## src/rtl/mem_rr_arbiter.sv

```systemverilog
// Two-requester round-robin arbiter and sequencer for the my_mem byte-wide parity memory.
// Define MEM_RR_ARBITER_PARITY_EN to build the parity check and error counter.

module mem_rr_port #(
  parameter int DW = 8
) (
  input  logic          clk,
  input  logic          reset,
  input  logic          gnt_set,
  input  logic          rd_done,
  input  logic [DW-1:0] rdata_in,
  input  logic          perr_in,
  output logic          gnt,
  output logic          rvalid,
  output logic [DW-1:0] rdata,
  output logic          perr
);
  always_ff @(posedge clk) begin
    if (reset) begin
      gnt    <= 1'b0;
      rvalid <= 1'b0;
      rdata  <= '0;
      perr   <= 1'b0;
    end else begin
      gnt    <= gnt_set;
      rvalid <= rd_done;
      // rdata/perr hold between pulses; only the owning requester's copy updates
      if (rd_done) begin
        rdata <= rdata_in;
        perr  <= perr_in;
      end
    end
  end
endmodule

module mem_rr_arbiter #(
  parameter int AW = 16,
  parameter int DW = 8
) (
  input  logic          clk,
  input  logic          reset,
  input  logic          a_req,
  input  logic          a_we,
  input  logic [AW-1:0] a_addr,
  input  logic [DW-1:0] a_wdata,
  output logic          a_gnt,
  output logic          a_rvalid,
  output logic [DW-1:0] a_rdata,
  output logic          a_perr,
  input  logic          b_req,
  input  logic          b_we,
  input  logic [AW-1:0] b_addr,
  input  logic [DW-1:0] b_wdata,
  output logic          b_gnt,
  output logic          b_rvalid,
  output logic [DW-1:0] b_rdata,
  output logic          b_perr,
  output logic          mem_write,
  output logic          mem_read,
  output logic [AW-1:0] mem_address,
  output logic [DW-1:0] mem_data_in,
  input  logic [DW:0]   mem_data_out,
  output logic          busy,
  output logic [7:0]    err_cnt
);
  localparam int NREQ = 2;

  typedef enum logic [1:0] {IDLE, ISSUE, CAPT} state_t;
  typedef struct packed {
    logic          we;
    logic [AW-1:0] addr;
    logic [DW-1:0] wdata;
  } cmd_t;

  state_t               state;
  cmd_t                 cmd;
  cmd_t [NREQ-1:0]      req_cmd;
  logic [NREQ-1:0]      req;
  logic                 ptr;
  logic                 win;
  logic                 win_id;
  logic                 grant_now;
  logic                 perr_calc;
  logic [NREQ-1:0]      gnt_set, rd_done, gnt, rvalid, perr;
  logic [NREQ-1:0][DW-1:0] rdata;

  assign req        = {b_req, a_req};
  assign req_cmd[0] = {a_we, a_addr, a_wdata};
  assign req_cmd[1] = {b_we, b_addr, b_wdata};

  // B wins when it is alone or when both request and the pointer favours B
  assign win       = b_req & (~a_req | ptr);
  assign grant_now = (state == IDLE) & (|req);

  assign mem_address = cmd.addr;
  assign mem_data_in = cmd.wdata;
  assign busy        = (state != IDLE);

  always_ff @(posedge clk) begin
    if (reset) begin
      state     <= IDLE;
      cmd       <= '0;
      ptr       <= 1'b0;
      win_id    <= 1'b0;
      mem_write <= 1'b0;
      mem_read  <= 1'b0;
    end else begin
      mem_write <= 1'b0;
      mem_read  <= 1'b0;
      case (state)
        IDLE: if (grant_now) begin
          cmd       <= req_cmd[win];
          win_id    <= win;
          ptr       <= ~win;
          mem_write <= req_cmd[win].we;
          mem_read  <= ~req_cmd[win].we;
          state     <= ISSUE;
        end
        ISSUE:   state <= cmd.we ? IDLE : CAPT;
        CAPT:    state <= IDLE;
        default: state <= IDLE;
      endcase
    end
  end

`ifdef MEM_RR_ARBITER_PARITY_EN
  assign perr_calc = mem_data_out[DW] ^ (^mem_data_out[DW-1:0]);

  always_ff @(posedge clk) begin
    if (reset)
      err_cnt <= 8'd0;
    else if ((state == CAPT) && perr_calc && (err_cnt != 8'hFF))
      err_cnt <= err_cnt + 8'd1;
  end
`else
  logic unused_par;
  assign unused_par = mem_data_out[DW];
  assign perr_calc  = 1'b0;
  assign err_cnt    = 8'd0;
`endif

  for (genvar i = 0; i < NREQ; i++) begin : g_port
    assign gnt_set[i] = grant_now & (win == 1'(i));
    assign rd_done[i] = (state == CAPT) & (win_id == 1'(i));

    mem_rr_port #(.DW(DW)) u_port (
      .clk      (clk),
      .reset    (reset),
      .gnt_set  (gnt_set[i]),
      .rd_done  (rd_done[i]),
      .rdata_in (mem_data_out[DW-1:0]),
      .perr_in  (perr_calc),
      .gnt      (gnt[i]),
      .rvalid   (rvalid[i]),
      .rdata    (rdata[i]),
      .perr     (perr[i])
    );
  end

  assign a_gnt    = gnt[0];
  assign a_rvalid = rvalid[0];
  assign a_rdata  = rdata[0];
  assign a_perr   = perr[0];
  assign b_gnt    = gnt[1];
  assign b_rvalid = rvalid[1];
  assign b_rdata  = rdata[1];
  assign b_perr   = perr[1];
endmodule

```

## config.mk

```make
export PLATFORM = sky130hd
export DESIGN_NAME = mem_rr_arbiter
export DESIGN_NICKNAME = d
export VERILOG_FILES = /design/src/rtl/mem_rr_arbiter.sv
export SDC_FILE = /design/constraint.sdc
export NUM_CORES = 1
export LEC_CHECK = 0
export BUFFER_PORTS_ARGS = -buffer_cell sky130_fd_sc_hd__buf_2
export CAP_MARGIN = 10
export CORE_MARGIN = 2
export CORE_UTILIZATION = 48
export DETAILED_ROUTE_END_ITERATION = 8
export PLACE_DENSITY = 0.95
export SYNTH_ARGS = -nofsm -noshare
export SYNTH_HDL_FRONTEND = slang
export SYNTH_SLANG_ARGS = --single-unit
```

## constraint.sdc

```tcl
create_clock -name clk -period 2.45 [get_ports clk]
set_input_delay 0.49 -clock clk [delete_from_list [all_inputs] [get_ports clk]]
set_output_delay 0.49 -clock clk [all_outputs]
set_load 0.01 [all_outputs]
```

# ---- Yosys cells after proc, flatten, opt, wreduce, memory -nomap -nowiden
# Cells that the tools add are included.
dict set report word_totals {
  mem_bits_ro 0
  wordCells 41
  input_bits 63
  reg_bits 51
  n_memories 0
  out_inout_bits 57
  latch_bits 0
  ramBits 0
}
dict set report op_classes {
  n_lt_le_gt_ge 1
  addsub 0
  n_reduce_logical 5
  mux 5
  mul 0
  div 0
  n_eq_ne 3
  shift 0
  bitwise 13
}
# operator count
set ops {}
lappend ops {{25-bit 2-to-1 mux} 2}
lappend ops {{1-bit bitwise AND} 6}
lappend ops {{1-bit inverter} 6}
lappend ops {{2-bit 2-to-1 mux} 2}
lappend ops {{2-bit one-hot mux with 2 select lines} 1}
lappend ops {{3-bit OR reduction} 1}
lappend ops {{2-bit by 1-bit equality test with 1-bit output, second input constant} 1}
lappend ops {{2-bit equality test, second input constant} 1}
lappend ops {{2-bit logical NOT} 1}
lappend ops {{1-bit by 2-bit less-than comparator with 1-bit output, second input constant} 1}
lappend ops {{2-bit != test, second input constant} 1}
lappend ops {{2-bit AND reduction} 1}
lappend ops {{2-bit nonzero test} 1}
lappend ops {{2-bit OR reduction} 1}
lappend ops {{1-bit bitwise OR} 1}

# ---- Logic depth before layout (Yosys ltp)
dict set report logic_depth {
  word_depth 6
  mapped_depth 5
  depth_no_buf 4
}

# ---- By module
# A second synthesis with hierarchy kept.
dict set report hier_totals {
  hier_cells 272
  hier_area_um2 2442.3
}
# module seq_area_each_um2 n_inst area_per_inst_um2 cells_per_inst
set modules_own_cells {}
lappend modules_own_cells {mem_rr_arbiter 620.6 1 1696.6 206}
lappend modules_own_cells {mem_rr_port 220.2 2 372.9 33}

# ---- Worst setup path after synthesis
# Ideal clock, no wire load.
dict set report synth_timing {
  kind {input -> register}
  start {input b_req}
  end {register cmd, in the netlist mem_address[0]}
  path_slack_ns 0.932
  path_buffers 3
  t_required_ns 2.328
  setup_time_ns 0.122
  t_arrival_ns 1.396
  path_stages 5
  path_cell_list {buf_2 and4b_1 buf_6 buf_6 a221o_1}
}
dict set report synth_between {
  elab_chain_len 3
  elab_cells_between_ends 6
  cone_classes {mux (2); bitwise (2); reduce/logical (2)}
}
# item line_no
set synth_rtl {}
lappend synth_rtl {{start: declaration} 50} ;# input logic b_req,
lappend synth_rtl {{1-bit bitwise AND / 2-bit OR reduction (equally long branches)} {92, 93}}
lappend synth_rtl {{25-bit 2-to-1 mux (not written as such) / 1-bit bitwise AND (equally long branches)} {112, 93}}
lappend synth_rtl {{25-bit 2-to-1 mux (not written as such) / 2-bit AND reduction (equally long branches)} -}
lappend synth_rtl {{end signal: assignment} 112} ;# cmd <= req_cmd[win];
lappend synth_rtl {{end: declaration} 76} ;# cmd_t cmd;
# Several ways; a longest one is shown, not always the timed one. The select of a mux whose other input is x is not followed.
# A chain may end at the register's enable or synchronous reset.

# ---- Worst setup path in the final report
dict set report layout_timing {
  start {register state[0]}
  end {output busy}
}
dict set report layout_between {
  elab_chain_len 1
}
# item line_no
set layout_rtl {}
lappend layout_rtl {{start: declaration} 75} ;# state_t state;
lappend layout_rtl {{start signal: assignment} 119} ;# ISSUE: state <= cmd.we ? IDLE : CAPT;
lappend layout_rtl {{2-bit nonzero test} 97} ;# assign busy = (state != IDLE);
lappend layout_rtl {{end: declaration} 63} ;# output logic busy,
# Every way passes these cells.

==> results.toml <==
[global_routing]
met2_usage_pct = 35.4
gr-usage-met3_pct = 3.59
grt_pass1_wl_um = 8060
met1_usage_pct = 22.0
grt_max_degree = 27
grt_overflow = 0
antenna_found_initial = 0
grt_busiest_layer = "met2"
groute.usage.overall_pct = 19.3
grt_pass1_vias = 1819

[logic_synthesis]
seq_area_frac_synth_pct = 44.8
synth_warnings = 0
async_reset_ff_share_pct = 0
synth_cells = 233
synth_seq_cells = 51
syn_area_um2 = 2280
synth_cell_type_count = 32
synth_edf_count = 0
syn_avg_cell_area_um2 = 9.79
synth_top_flop_cell = "dfxtp_1"

[setup_path]
path_cells = "nor2_4 -> inv_2 -> buf_2"
r2r_cells = 4
crit_required_ps = 1960
start_kind = "register"
endpoint = "busy"
r2r-start = "state[0]"
crit_arrival_ps = 1320
cp_slowest_cell = "dfxtp_1"
cpPeakStageDelay_ps = 430
r2r_setup_slack_ps = 840
rr_endpoint = "mem_data_in[5]"
crit_type = "register to primary output"
critPathLaunch = "state[0]"
cp_max_fo = 20
critPathCaptureType = "primary output"

[cells_and_area]
n_antenna_cell = 0
stdcell_area_um2 = 2710
nNetsFinal = 371
fin_cells = 362
area_growth_pct = 18.8
final_layout_size_suffix_gt1_share_pct = 41.2

[timing]
final_hold_viol_count = 0
slew_headroom_pct = 50.9
finalSetupViolCount = 0
tightest_slew_ps = 734
finalWorstSetupSlack_ps = 644
fin_crit_sh_pct = 73.7
max_freq_mhz = 554
period_needed_ps = 1810
hold_slack_ps = 415
final_max_slew_viol_count = 0
finalSetupTns_ps = 0
fin_skew_ps = 6.28
rsz0062_at_grt = "no"

[clock_tree]
cts_resized = 0
clk-insertion-delay-late_ps = 290
ctsHtreeMaxLevel = 2
clk_path_buf_depth = 2
hold_buffers = 0
root_buffer = "clkbuf_8"
clkSinkCount = 51
cts_buffers = 5
cts_tree = "built"
path_clk_slew_ps = 80
post_cts_buffers = 0

[floorplan]
fp.coreArea_um2 = 4660
io_pins = 120
die_y_um = 72.9
dieArea_um2 = 5320
num_rows = 25
start_util_pct = 48.9
die_width_um = 72.9

[placed_design]
hpwl_um = 3800
routabilityCongestion = 0.672
place_ws_ps = 592
dp_cells = 355
place_area_um2 = 2610
portBuffers = 108

[route]
detail_route.wirelength_um = 5210
dr.pass1.iters = 4
drc_errors = 0
vias_per_cell = 5.46
avgRoutedWirePerCell_um = 14.4
ant_nets = 0
first_iter_violations = 71
vias = 1977

[worst_hold_path]
hp-class = "primary input to register"

[power]
power_density_nw_per_um2 = 663
p_leak_nw = 1.32
vdd_drop_max_v = 0.000243

[flow_run]
timing.max_cap.violations = 0

[outcome]
status = "finished clean"
## state kept, by name, summed over array words and instances, names as in the netlist
signal                cells
g_port.u_port.rdata      16
mem_address              16
mem_data_in               8
g_port.u_port.gnt         2
g_port.u_port.rvalid      2
state                     2
cmd                       1
mem_read                  1
mem_write                 1
ptr                       1
win_id                    1
## per-layer routing
layer,vias to the layer above,routed length [µm]
li1,957,-
met1,929,2120
met2,85,2710
met3,6,320
met4,0,59
met5,-,0
## kinds of logic after synthesis
| group | Yosys count | synth area share [%] |
|---|---|---|
| AO/OA/AOI/OAI | 44 | 14.3 |
| buffers and inverters | 55 | 15.9 |
| flip-flops | 51 | 44.8 |
| multiplexers | 16 | 7.02 |
| other | 1 | 0.164 |
| AND/OR/NAND/NOR | 66 | 17.8 |
## cell usage after synthesis (2+ instances only)
| master | instances | area, µm² |
|---|---|---|
| dfxtp_1 | 51 | 1020 |
| buf_4 | 35 | 263 |
| nor2_1 | 19 | 71.3 |
| mux2i_1 | 16 | 160 |
| nor4b_1 | 14 | 123 |
| a221o_1 | 13 | 130 |
| nand3_1 | 12 | 60.1 |
| a31oi_1 | 11 | 68.8 |
| nand4_1 | 11 | 68.8 |
| o21ai_0 | 11 | 55.1 |
| buf_2 | 8 | 40.0 |
| clkbuf_1 | 7 | 26.3 |
| a21bo_2 | 2 | 20.0 |
| a21boi_0 | 2 | 15.0 |
| a21o_1 | 2 | 15.0 |
| buf_1 | 2 | 7.51 |
| buf_6 | 2 | 22.5 |
## cell type report
class	count	area [µm²]
clock buffer	6	72.6
clock inverter	1	30.0
fill	421	1950
inverter	1	3.75
multi-input combinational	136	936
sequential	51	1020
tap	54	67.6
timing repair buffer	113	578
## placed cells by master, fill, tap and decap left out, types with 2 or more instances in the layout
cell type and instances:
buf_2 108, dfxtp_1 51, nor2_1 19, mux2i_1 16, nor4b_1 14, a221o_1 13, nand3_1 12, o21ai_0 11
nand4_1 11, a31oi_1 11, conb_1 10, clkbuf_8 5, buf_4 5, a21bo_2 2, a21boi_0 2, a21o_1 2
## worst max-delay path, delay by kind of cell (launching register included)
family                 cells  cell delay [ps]
DFF                        1              430
buffers and inverters      2              510
and+or+nand+nor            1               80
## worst min-delay path by stage
| stage | cells past startpoint | end | slack, ps | startpoint |
|---|---|---|---|---|
| after floorplan | 1 | state[1] | 400 | cmd[24] |
| after global placement | 1 | state[1] | 430 | cmd[24] |
| after detailed placement | 1 | state[1] | 430 | cmd[24] |
| after CTS | 2 | mem_address[4] | 410 | b_addr[4] |
| after global routing | 2 | mem_address[1] | 400 | b_addr[1] |
| final | 2 | mem_address[4] | 410 | b_addr[4] |
## where the power goes
group / leakage, nW / switching (W) / internal, W
Combinational: 0.853 / 0.000180 / 0.000142
Sequential: 0.417 / 0.0000308 / 0.000886
Clock: 0.0513 / 0.000256 / 0.000300
## through the flow
step	power, W	utilization, %
global placement	0.00125	55.9
global route	0.00188	58.1
detailed placement	0.00126	55.9
floorplan	0.00119	-
finish	0.00180	58.1
CTS	0.00181	58.1
Note: power is estimated with default switching activity, not from simulation.
